--- src/rtl/hovalaag_input_queue.sv ---
// hovalaag_input_queue
//   Two independent 12-bit FIFOs. The host fills them and the CPU core drains
//   them through its IN1/IN2 ports. The core cannot stall. A read of an empty
//   queue therefore returns zero and sets a sticky underflow bit, which the
//   test harness can inspect.
//
// Parameters
//   DEPTH  entries per queue (power of two, >= 2)
//   AW     address width, derived from DEPTH
//
// Ports
//   clk, rst             clock; synchronous active-high reset
//   wr_data/sel/valid    host write port (sel 0 = queue 1, 1 = queue 2)
//   wr_ready             the selected queue is not full (combinational)
//   IN1/IN2              head of each queue, 12'h000 when empty
//   IN1_adv/IN2_adv      pop strobes from the core
//   empty1/empty2        queue holds no entries
//   underflow[1:0]       sticky pop-while-empty flags, cleared only by rst
//   level1/level2        occupancy 0..DEPTH; present only when the macro
//                        HOVALAAG_INQ_LEVEL_EN is defined
module hovalaag_input_queue #(
    parameter  int DEPTH = 16,
    localparam int AW    = $clog2(DEPTH)
) (
    input  logic          clk,
    input  logic          rst,
    input  logic [11:0]   wr_data,
    input  logic          wr_sel,
    input  logic          wr_valid,
    output logic          wr_ready,
    output logic [11:0]   IN1,
    input  logic          IN1_adv,
    output logic [11:0]   IN2,
    input  logic          IN2_adv,
    output logic          empty1,
    output logic          empty2,
    output logic [1:0]    underflow
`ifdef HOVALAAG_INQ_LEVEL_EN
    ,
    output logic [AW:0]   level1,
    output logic [AW:0]   level2
`endif
);

    logic [1:0]        adv;
    logic [1:0]        empty;
    logic [1:0]        full;
    logic [1:0][11:0]  head;

    assign adv = {IN2_adv, IN1_adv};

    // Readiness depends only on the fullness of the addressed queue. It does
    // not look at wr_valid or at the pops, so it carries no combinational
    // path from the core's strobes.
    assign wr_ready = !full[wr_sel];

`ifdef HOVALAAG_INQ_LEVEL_EN
    logic [1:0][AW:0]  level;
    assign level1 = level[0];
    assign level2 = level[1];
`endif

    for (genvar q = 0; q < 2; q++) begin : g_q
        logic [11:0] mem_q [DEPTH];
        logic [AW:0] rdptr_q, rdptr_d;
        logic [AW:0] wrptr_q, wrptr_d;
        logic        uf_q, uf_d;
        logic        push, pop;

        assign push = wr_valid && wr_ready && (int'(wr_sel) == q);
        assign pop  = adv[q] && !empty[q];

        // The pointers carry one extra wrap bit. This tells full apart from
        // empty when the two index fields are equal.
        assign empty[q] = (rdptr_q == wrptr_q);
        assign full[q]  = (rdptr_q[AW-1:0] == wrptr_q[AW-1:0]) &&
                          (rdptr_q[AW] != wrptr_q[AW]);

        // The head is read straight from registered state. The core samples
        // it on the same edge that pops it.
        assign head[q] = empty[q] ? 12'h000 : mem_q[rdptr_q[AW-1:0]];

`ifdef HOVALAAG_INQ_LEVEL_EN
        assign level[q] = wrptr_q - rdptr_q;
`endif

        always_comb begin
            wrptr_d = wrptr_q;
            rdptr_d = rdptr_q;
            uf_d    = uf_q;
            if (push) wrptr_d = wrptr_q + 1'b1;
            if (pop)  rdptr_d = rdptr_q + 1'b1;
            if (adv[q] && empty[q]) uf_d = 1'b1;
        end

        always_ff @(posedge clk) begin
            if (rst) begin
                rdptr_q <= '0;
                wrptr_q <= '0;
                uf_q    <= 1'b0;
            end else begin
                rdptr_q <= rdptr_d;
                wrptr_q <= wrptr_d;
                uf_q    <= uf_d;
            end
        end

        // Storage has no reset. Entries become visible only through the
        // pointers, and reset clears the pointers.
        always_ff @(posedge clk) begin
            if (push && !rst) mem_q[wrptr_q[AW-1:0]] <= wr_data;
        end

        assign underflow[q] = uf_q;
    end

    assign IN1    = head[0];
    assign IN2    = head[1];
    assign empty1 = empty[0];
    assign empty2 = empty[1];

endmodule

--- config.mk ---
export PLATFORM = sky130hd
export DESIGN_NAME = hovalaag_input_queue
export DESIGN_NICKNAME = d
export VERILOG_FILES = /design/src/rtl/hovalaag_input_queue.sv
export SDC_FILE = /design/constraint.sdc
export NUM_CORES = 1
export LEC_CHECK = 0
export CAP_MARGIN = 20
export CELL_PAD_IN_SITES_DETAIL_PLACEMENT = 1
export CELL_PAD_IN_SITES_GLOBAL_PLACEMENT = 2
export CORE_ASPECT_RATIO = 1.4
export CORE_UTILIZATION = 52
export DETAILED_ROUTE_END_ITERATION = 10
export HOLD_SLACK_MARGIN = 0.1
export PLACE_DENSITY = 0.84
export RECOVER_POWER = 50
export SLEW_MARGIN = 20
export SYNTH_ARGS = -nofsm -noshare
export SYNTH_HDL_FRONTEND = slang
export SYNTH_SLANG_ARGS = --single-unit
--- constraint.sdc ---
create_clock -name clk -period 7.4 [get_ports clk]
set_input_delay 0.74 -clock clk [delete_from_list [all_inputs] [get_ports clk]]
set_output_delay 0.74 -clock clk [all_outputs]
set_load 0.03 [all_outputs]
==> results.toml, run 1 <==
[setup_path]
nature_of_the_critical_path_startpoint = "flip-flop"
critical_path_peak_fanout = 14
worst_r2r_path_depth = 4
path_class = "flip-flop to output port"
r2r_slack_ps = 4600
crit_arrival_ps = 3340
critical_path.reg2reg.startpoint = "g_q[0].wrptr_q[2]$_SDFFE_PP0P_"
reg2reg_to = "g_q[0].mem_q[5][0]$_DFFE_PP_"
critPathCaptureType = "output port"
cp_data_required_time_ps = 6660

[pwr]
cellInternalPower_mw = 3.814
power_switching_mw = 1.117
power.total_mw = 4.931
power_dens_cells_mw_per_mm2 = 266.9
clock_power_share_pct = 37.3
cellLeakagePower_nw = 5.671
seq_power_share_pct = 53.6
fraction_of_power_spent_switching_nets_pct = 22.65
power.ir.vdd_worst_v = 0.0001908
comb_power_share_pct = 9.1

[layout]
final.fill_count = 2668
final_layout_size_suffix_gt1_share_pct = 22.78
post_layout_nonfiller_instances = 1303
num-nets-final = 914
final_core_utilization_pct = 59.95
area_delta_synth_final_pct = 13.55
antenna_cells_inserted = 0
final_area_mm2 = 0.01847

[worst_hold_path]
hold_start = "g_q[0].uf_q$_SDFFE_PP0P_"
hold_depth = 2
hold_crit_class = "flip-flop to flip-flop"
hold_end = "g_q[0].uf_q$_SDFFE_PP0P_"

[detailed_routing]
total_wire_length_after_detailed_routing_um = 35580
antenna_left = 0
drtPass1Iterations = 5
avgViaCountPerCell = 6.183
route.detailed.drc = 0
routedWlPerCell_um = 27.30
drt_iter0_drc = 640
route.vias.total = 8057

[yosys]
synth.yosys.warnings = 0
seq_area_frac_synth_pct = 74.58
yosysTopAreaCell = "sky130_fd_sc_hd__edfxtp_1"
ys_types = 45
asr_flop_ratio_synth_pct = 0
synthCells = 816
synth_nets = 844
postSynthRegisterBits = 414
post-synth-top-area-fraction_pct = 70.89
synth_top_cells_by_area = "sky130_fd_sc_hd__edfxtp_1 71%, sky130_fd_sc_hd__mux4_2 13%, sky130_fd_sc_hd__dfxtp_1 3.7%"
post_synth_instance_area_mm2 = 0.01627
syn_area_per_cell_um2 = 19.93
synth_ff_type = "sky130_fd_sc_hd__edfxtp_1"
yosys-top-cells-count = "384 x sky130_fd_sc_hd__edfxtp_1, 96 x sky130_fd_sc_hd__mux4_2, 48 x sky130_fd_sc_hd__a22oi_1"
synth_enable_flop_cells = 384
synthMostInstantiatedCell = "sky130_fd_sc_hd__edfxtp_1"

[global_route]
grt_overflow_total = 0
groute.usage.overall_pct = 23.75
grt_start_max_net_pins = 49
wire_length_of_the_first_global_routing_pass_um = 54790
grt_pass1_vias = 8921
antenna_found_initial = 0

[timing]
fin_ws_ps = 3315
report.final.hold_viol_count = 0
timing.final.max_slew_violations = 0
finalSetupViolCount = 0
worst_pin_slew_ps = 1492
rsz0062_at_grt = "no"
fin_skew_ps = 10.95
worst_hold_slack_ps = 476.1
fin_tns_setup_ps = 0
timing.slew.headroom_pct = 0.5263
clock.fmax_ghz = 0.2448
period_share_pct = 55.20
final_period_minus_worst_setup_slack_ps = 4085

[flow_run]
drv_cap = 1

[clocking]
clk_pin_slew_ps = 60
clk-insertion-delay-late_ps = 530
cts_tree = "done"
cts_resized = 0
ctsHtreeMaxLevel = 2
cts_setup_buffers = 0
cts_made_buffers = 38
cts.path.max_buffers = 3
ctsRootBufferMaster = "sky130_fd_sc_hd__clkbuf_16"
holdBufCountCts = 0
clock_sinks = 414

[placed_design]
pre_cts_ws_ps = 3812
placement.cell_area_mm2 = 0.01738
cell_count_post_placement = 1235
place.port_buffers = 46
hpwlAfterDp_um = 22490
finalWeightedCongestion = 0.7649

[floorplan]
number_of_placed_i_o_pins = 47
effective_utilization_at_floorplan_pct = 52.80
die_height_um = 211.3
fp-row-count = 76
die_w_um = 151.5
die-area_mm2 = 0.03200
core_region_area_mm2 = 0.03081

[status]
run_status = "finished with violations"
violations = "capacitance limit"
==> routing by layer <==
metal	up-vias	share of wire [%]	wire length [um]	track usage, %
met5	-	0	0	0
met2	213	56	19750	43.27
met4	0	2.7	966	7.655
li1	3524	-	-	-
met3	65	4.3	1513	3.261
met1	4255	38	13350	28.73
==> flip-flops by register name, indices dropped and copies added, names as in the netlist, named ones only <==
register     count
g_q.mem_q      384
g_q.wrptr_q     10
g_q.rdptr_q     10
g_q.uf_q         2
==> area by class of cell <==
type | count | area, um2 | area share (%)
clock buffers | 50 | 1017 | 5.507
inverters | 8 | 30.03 | 0.1626
multi-input cells | 349 | 4059 | 21.97
flip-flops and latches | 414 | 12140 | 65.73
repair buffers | 75 | 609.3 | 3.299
clock inverters | 17 | 126.4 | 0.6841
well taps | 390 | 488.0 | 2.642
==> critical path, stage by stage, from the launching register on <==
cell and delay [ps]:
sky130_fd_sc_hd__dfxtp_1 740, sky130_fd_sc_hd__xnor2_1 210, sky130_fd_sc_hd__nand4_1 300, sky130_fd_sc_hd__nor2_2 700, sky130_fd_sc_hd__a21oi_1 200, sky130_fd_sc_hd__clkdlybuf4s50_1 660
==> power by group through the flow <==
| stage | logic [mW] | clock network, mW | registers (mW) |
|---|---|---|---|
| after CTS | 0.460 | 1.88 | 2.65 |
| final | 0.451 | 1.84 | 2.64 |
| after detailed placement | 0.456 | 0 | 2.70 |
| after floorplan | 0.346 | 0 | 2.63 |
| after global routing | 0.477 | 1.96 | 2.65 |
| after global placement | 0.442 | 0 | 2.69 |
==> cell families (layout without fill, tap and decap cells) <==
| logic type | after synthesis | count (layout) | synth area share, % |
|---|---|---|---|
| xor+xnor | 12 | 12 | 0.6923 |
| buf+inv | 53 | 150 | 1.592 |
| mux | 114 | 114 | 14.51 |
| simple gates | 112 | 112 | 3.638 |
| fa+ha+maj | 10 | 10 | 0.7692 |
| flops | 414 | 414 | 74.58 |
| compound gates | 101 | 101 | 4.215 |
==> worst max-delay path by stage <==
stage | start | endpoint | cells after the start
6_report | g_q[0].wrptr_q[2]$_SDFFE_PP0P_ | IN1[1] | 5
5_1_grt | g_q[0].wrptr_q[2]$_SDFFE_PP0P_ | IN1[1] | 5
4_1_cts | g_q[1].wrptr_q[3]$_SDFFE_PP0P_ | IN2[6] | 5
3_5_place_dp | g_q[1].wrptr_q[3]$_SDFFE_PP0P_ | empty2 | 4
3_3_place_gp | g_q[0].wrptr_q[2]$_SDFFE_PP0P_ | IN1[1] | 5
2_1_floorplan | rst | g_q[0].mem_q[1][0]$_DFFE_PP_ | 5
==> cell usage in the layout, fill, tap and decap left out, types with 3 or more instances in the layout <==
master,Yosys,layout
sky130_fd_sc_hd__mux2i_1,3,3
sky130_fd_sc_hd__clkdlybuf4s50_1,0,33
sky130_fd_sc_hd__edfxtp_1,384,384
sky130_fd_sc_hd__xnor2_1,9,9
sky130_fd_sc_hd__clkbuf_16,0,39
sky130_fd_sc_hd__clkinv_2,0,4
sky130_fd_sc_hd__nand3_1,5,5
sky130_fd_sc_hd__clkbuf_1,22,23
sky130_fd_sc_hd__inv_1,7,7
sky130_fd_sc_hd__nor2b_1,16,16
sky130_fd_sc_hd__o311ai_0,0,3
sky130_fd_sc_hd__nand4_1,7,7
sky130_fd_sc_hd__a21oi_1,33,33
sky130_fd_sc_hd__nor3_2,0,5
sky130_fd_sc_hd__nor3_4,0,6
sky130_fd_sc_hd__a22oi_1,48,48
sky130_fd_sc_hd__nand2_1,23,23
sky130_fd_sc_hd__clkinv_1,0,10
sky130_fd_sc_hd__buf_4,6,27
sky130_fd_sc_hd__and4_1,2,3
sky130_fd_sc_hd__nor2_1,20,18
sky130_fd_sc_hd__mux2_1,14,14
sky130_fd_sc_hd__dfxtp_1,30,26
sky130_fd_sc_hd__mux4_2,96,96
sky130_fd_sc_hd__nor3_1,16,5
sky130_fd_sc_hd__ha_1,10,10
sky130_fd_sc_hd__o21ai_0,3,3
sky130_fd_sc_hd__nor4_2,2,16
Power figures use the tool's default switching activity.
==> inputs of run 2 (changes only) <==
- CORE_UTILIZATION: 52 -> 48
- PLACE_DENSITY: 0.84 -> 0.79
- clock period: 7.4 -> 4.1 ns (I/O delays scaled with it)
==> run 2 against run 1 <==
  * Utilization down 3.8 points
  * Die area up 8.2%
  * Largest power group unchanged
  * The flow finishes with violations (capacitance limit, slew limit)
  * Combinational power up 93%
  * Cell count up 5.8%
  * Clock power up 87%
  * Sequential share of layout area down 0.85 points
  * Global-route usage down 1.4 points
  * Critical endpoint is now IN2[10]
  * Largest cell class unchanged
  * Sequential cell count unchanged
==> results.toml, run 2 (synthesized netlist as in run 1, its figures left out) <==
[global_route]
grt_start_max_net_pins = 37
groute.usage.overall_pct = 22.40
grt_overflow_total = 0
antenna_found_initial = 0
wire_length_of_the_first_global_routing_pass_um = 55610
grt_pass1_vias = 9045

[floorplan]
number_of_placed_i_o_pins = 47
die-area_mm2 = 0.03464
effective_utilization_at_floorplan_pct = 48.83
core_region_area_mm2 = 0.03331
die_w_um = 157.6
die_height_um = 219.8
fp-row-count = 79

[timing]
final_period_minus_worst_setup_slack_ps = 3611
report.final.hold_viol_count = 0
finalSetupViolCount = 0
worst_pin_slew_ps = 1660
fin_ws_ps = 488.6
fin_skew_ps = 23.66
period_share_pct = 88.08
timing.slew.headroom_pct = -10.67
timing.final.max_slew_violations = 329
clock.fmax_ghz = 0.2769
fin_tns_setup_ps = 0
rsz0062_at_grt = "no"

[worst_hold_path]
hold_start = "g_q[1].uf_q$_SDFFE_PP0P_"
hold_end = "g_q[1].uf_q$_SDFFE_PP0P_"
hold_crit_class = "flip-flop to flip-flop"
hold_depth = 2

[setup_path]
worst_r2r_path_depth = 4
timing.critical_path.buf_inv = 2
path_class = "flip-flop to output port"
worst_path_max_delay_cell = "sky130_fd_sc_hd__dfxtp_4"
cp_cell_sequence = "buf_4, mux4_2, a22oi_1, a21oi_1, clkdlybuf4s50_1"
r2r_slack_ps = 1290
critical_path_peak_fanout = 32
nature_of_the_critical_path_startpoint = "flip-flop"
crit_arrival_ps = 3200
critical_path.reg2reg.startpoint = "g_q[0].wrptr_q[2]$_SDFFE_PP0P_"
path_delay_family = "buffers and inverters"
critPathCaptureType = "output port"
cp_data_required_time_ps = 3690
reg2reg_to = "g_q[0].mem_q[14][1]$_DFFE_PP_"
critical-path-max-stage-delay_ps = 770

[clocking]
cts_resized = 0
holdBufCountCts = 0
cts_setup_buffers = 0
clock_sinks = 414
ctsRootBufferMaster = "sky130_fd_sc_hd__clkbuf_16"
cts.path.max_buffers = 3
cts_made_buffers = 40
cts_tree = "done"
ctsHtreeMaxLevel = 2
clk_pin_slew_ps = 60
clk-insertion-delay-late_ps = 550

[layout]
final_layout_size_suffix_gt1_share_pct = 25.08
layout.cells.most_common_list = "384 x sky130_fd_sc_hd__edfxtp_1, 96 x sky130_fd_sc_hd__mux4_2, 48 x sky130_fd_sc_hd__a22oi_1"
area_delta_synth_final_pct = 15.05
multiInputGateArea_mm2 = 0.004034
final_common_cell = "sky130_fd_sc_hd__edfxtp_1"
largest_reg_flops = 384
num-nets-final = 933
sequential_cell_area_mm2 = 0.01214
final.fill_count = 2938
antenna_cells_inserted = 0

[detailed_routing]
top_signal_layer_used = "met4"
total_wire_length_after_detailed_routing_um = 36840
routedWlPerCell_um = 26.74
route.met2.wl_um = 20090
avgViaCountPerCell = 5.975
route.detailed.drc = 0
antenna_left = 0
routedLengthMet1_um = 14030
drtPass1Iterations = 4
met3_length_um = 1470
drt_iter0_drc = 535
route.vias.total = 8233

[status]
violations = "capacitance limit, slew limit"
run_status = "finished with violations"

[pwr]
cellLeakagePower_nw = 5.728
power_dens_cells_mw_per_mm2 = 483.5
power.ir.vdd_worst_v = 0.0004007
power.total_mw = 9.049

[placed_design]
place.port_buffers = 46
finalWeightedCongestion = 0.8092
hpwlAfterDp_um = 23660
pre_cts_ws_ps = 974.2

[flow_run]
drv_cap = 10
-- run 2: cell types whose count changed in the layout (fill, tap and decap cells not counted), sizes merged --
cell,previous run,this run
clkdlybuf4s50,33,32
buf,28,44
clkinvlp,0,2
dlygate4sd3,2,4
clkinv,14,15
-- run 2: where the power goes --
part / switching [mW] / internal (mW) / total (mW)
registers: 0.0926 / 4.64 / 4.74
clock network: 1.51 / 1.93 / 3.44
logic: 0.484 / 0.387 / 0.871
total: 2.09 / 6.96 / 9.05
-- run 2: metrics by stage --
| stage | util [%] | hold WS, ps | instance area, um2 | instances |
|---|---|---|---|---|
| 6_report | 56.18 | 474.4 | 18710 | 1378 |
| 5_1_grt | 56.18 | 525.9 | 18710 | 1378 |
| 4_1_cts | 56.42 | 491.1 | 18790 | 1378 |
| 3_5_place_dp | 52.81 | 476.8 | 17590 | 1308 |
| 3_3_place_gp | 52.81 | 453.3 | 17590 | 1308 |
| 2_1_floorplan | - | 438.0 | 16270 | 816 |
-- run 2: worst register-to-register path: stages (launching register included) --
cell	delay [ps]
sky130_fd_sc_hd__dfxtp_1	750
sky130_fd_sc_hd__xnor2_1	190
sky130_fd_sc_hd__nand4_1	270
sky130_fd_sc_hd__o21ai_2	320
sky130_fd_sc_hd__nor3_2	910
-- run 2: worst max path at each step --
stage	endpoint	slack [ps]	cells after the start
2_1_floorplan	g_q[1].mem_q[0][0]$_DFFE_PP_	1340	6
3_3_place_gp	IN2[2]	1030	5
3_5_place_dp	IN1[5]	970	5
4_1_cts	IN1[5]	400	5
5_1_grt	IN2[10]	300	5
6_report	IN2[10]	490	5
-- run 2: per-layer routing --
layer	vias up	global-route usage [%]
met2	226	40.91
met5	-	0
met4	0	8.317
met3	73	3.324
met1	4374	26.56
li1	3560	-
-- run 2: layout make-up --
class	count	share of cell area, %
clock buffers	50	5.549
clock inverters	20	0.8825
inverters	8	0.1605
multi-input cells	349	21.56
flip-flops and latches	414	64.88
well taps	445	2.975
repair buffers	92	3.998
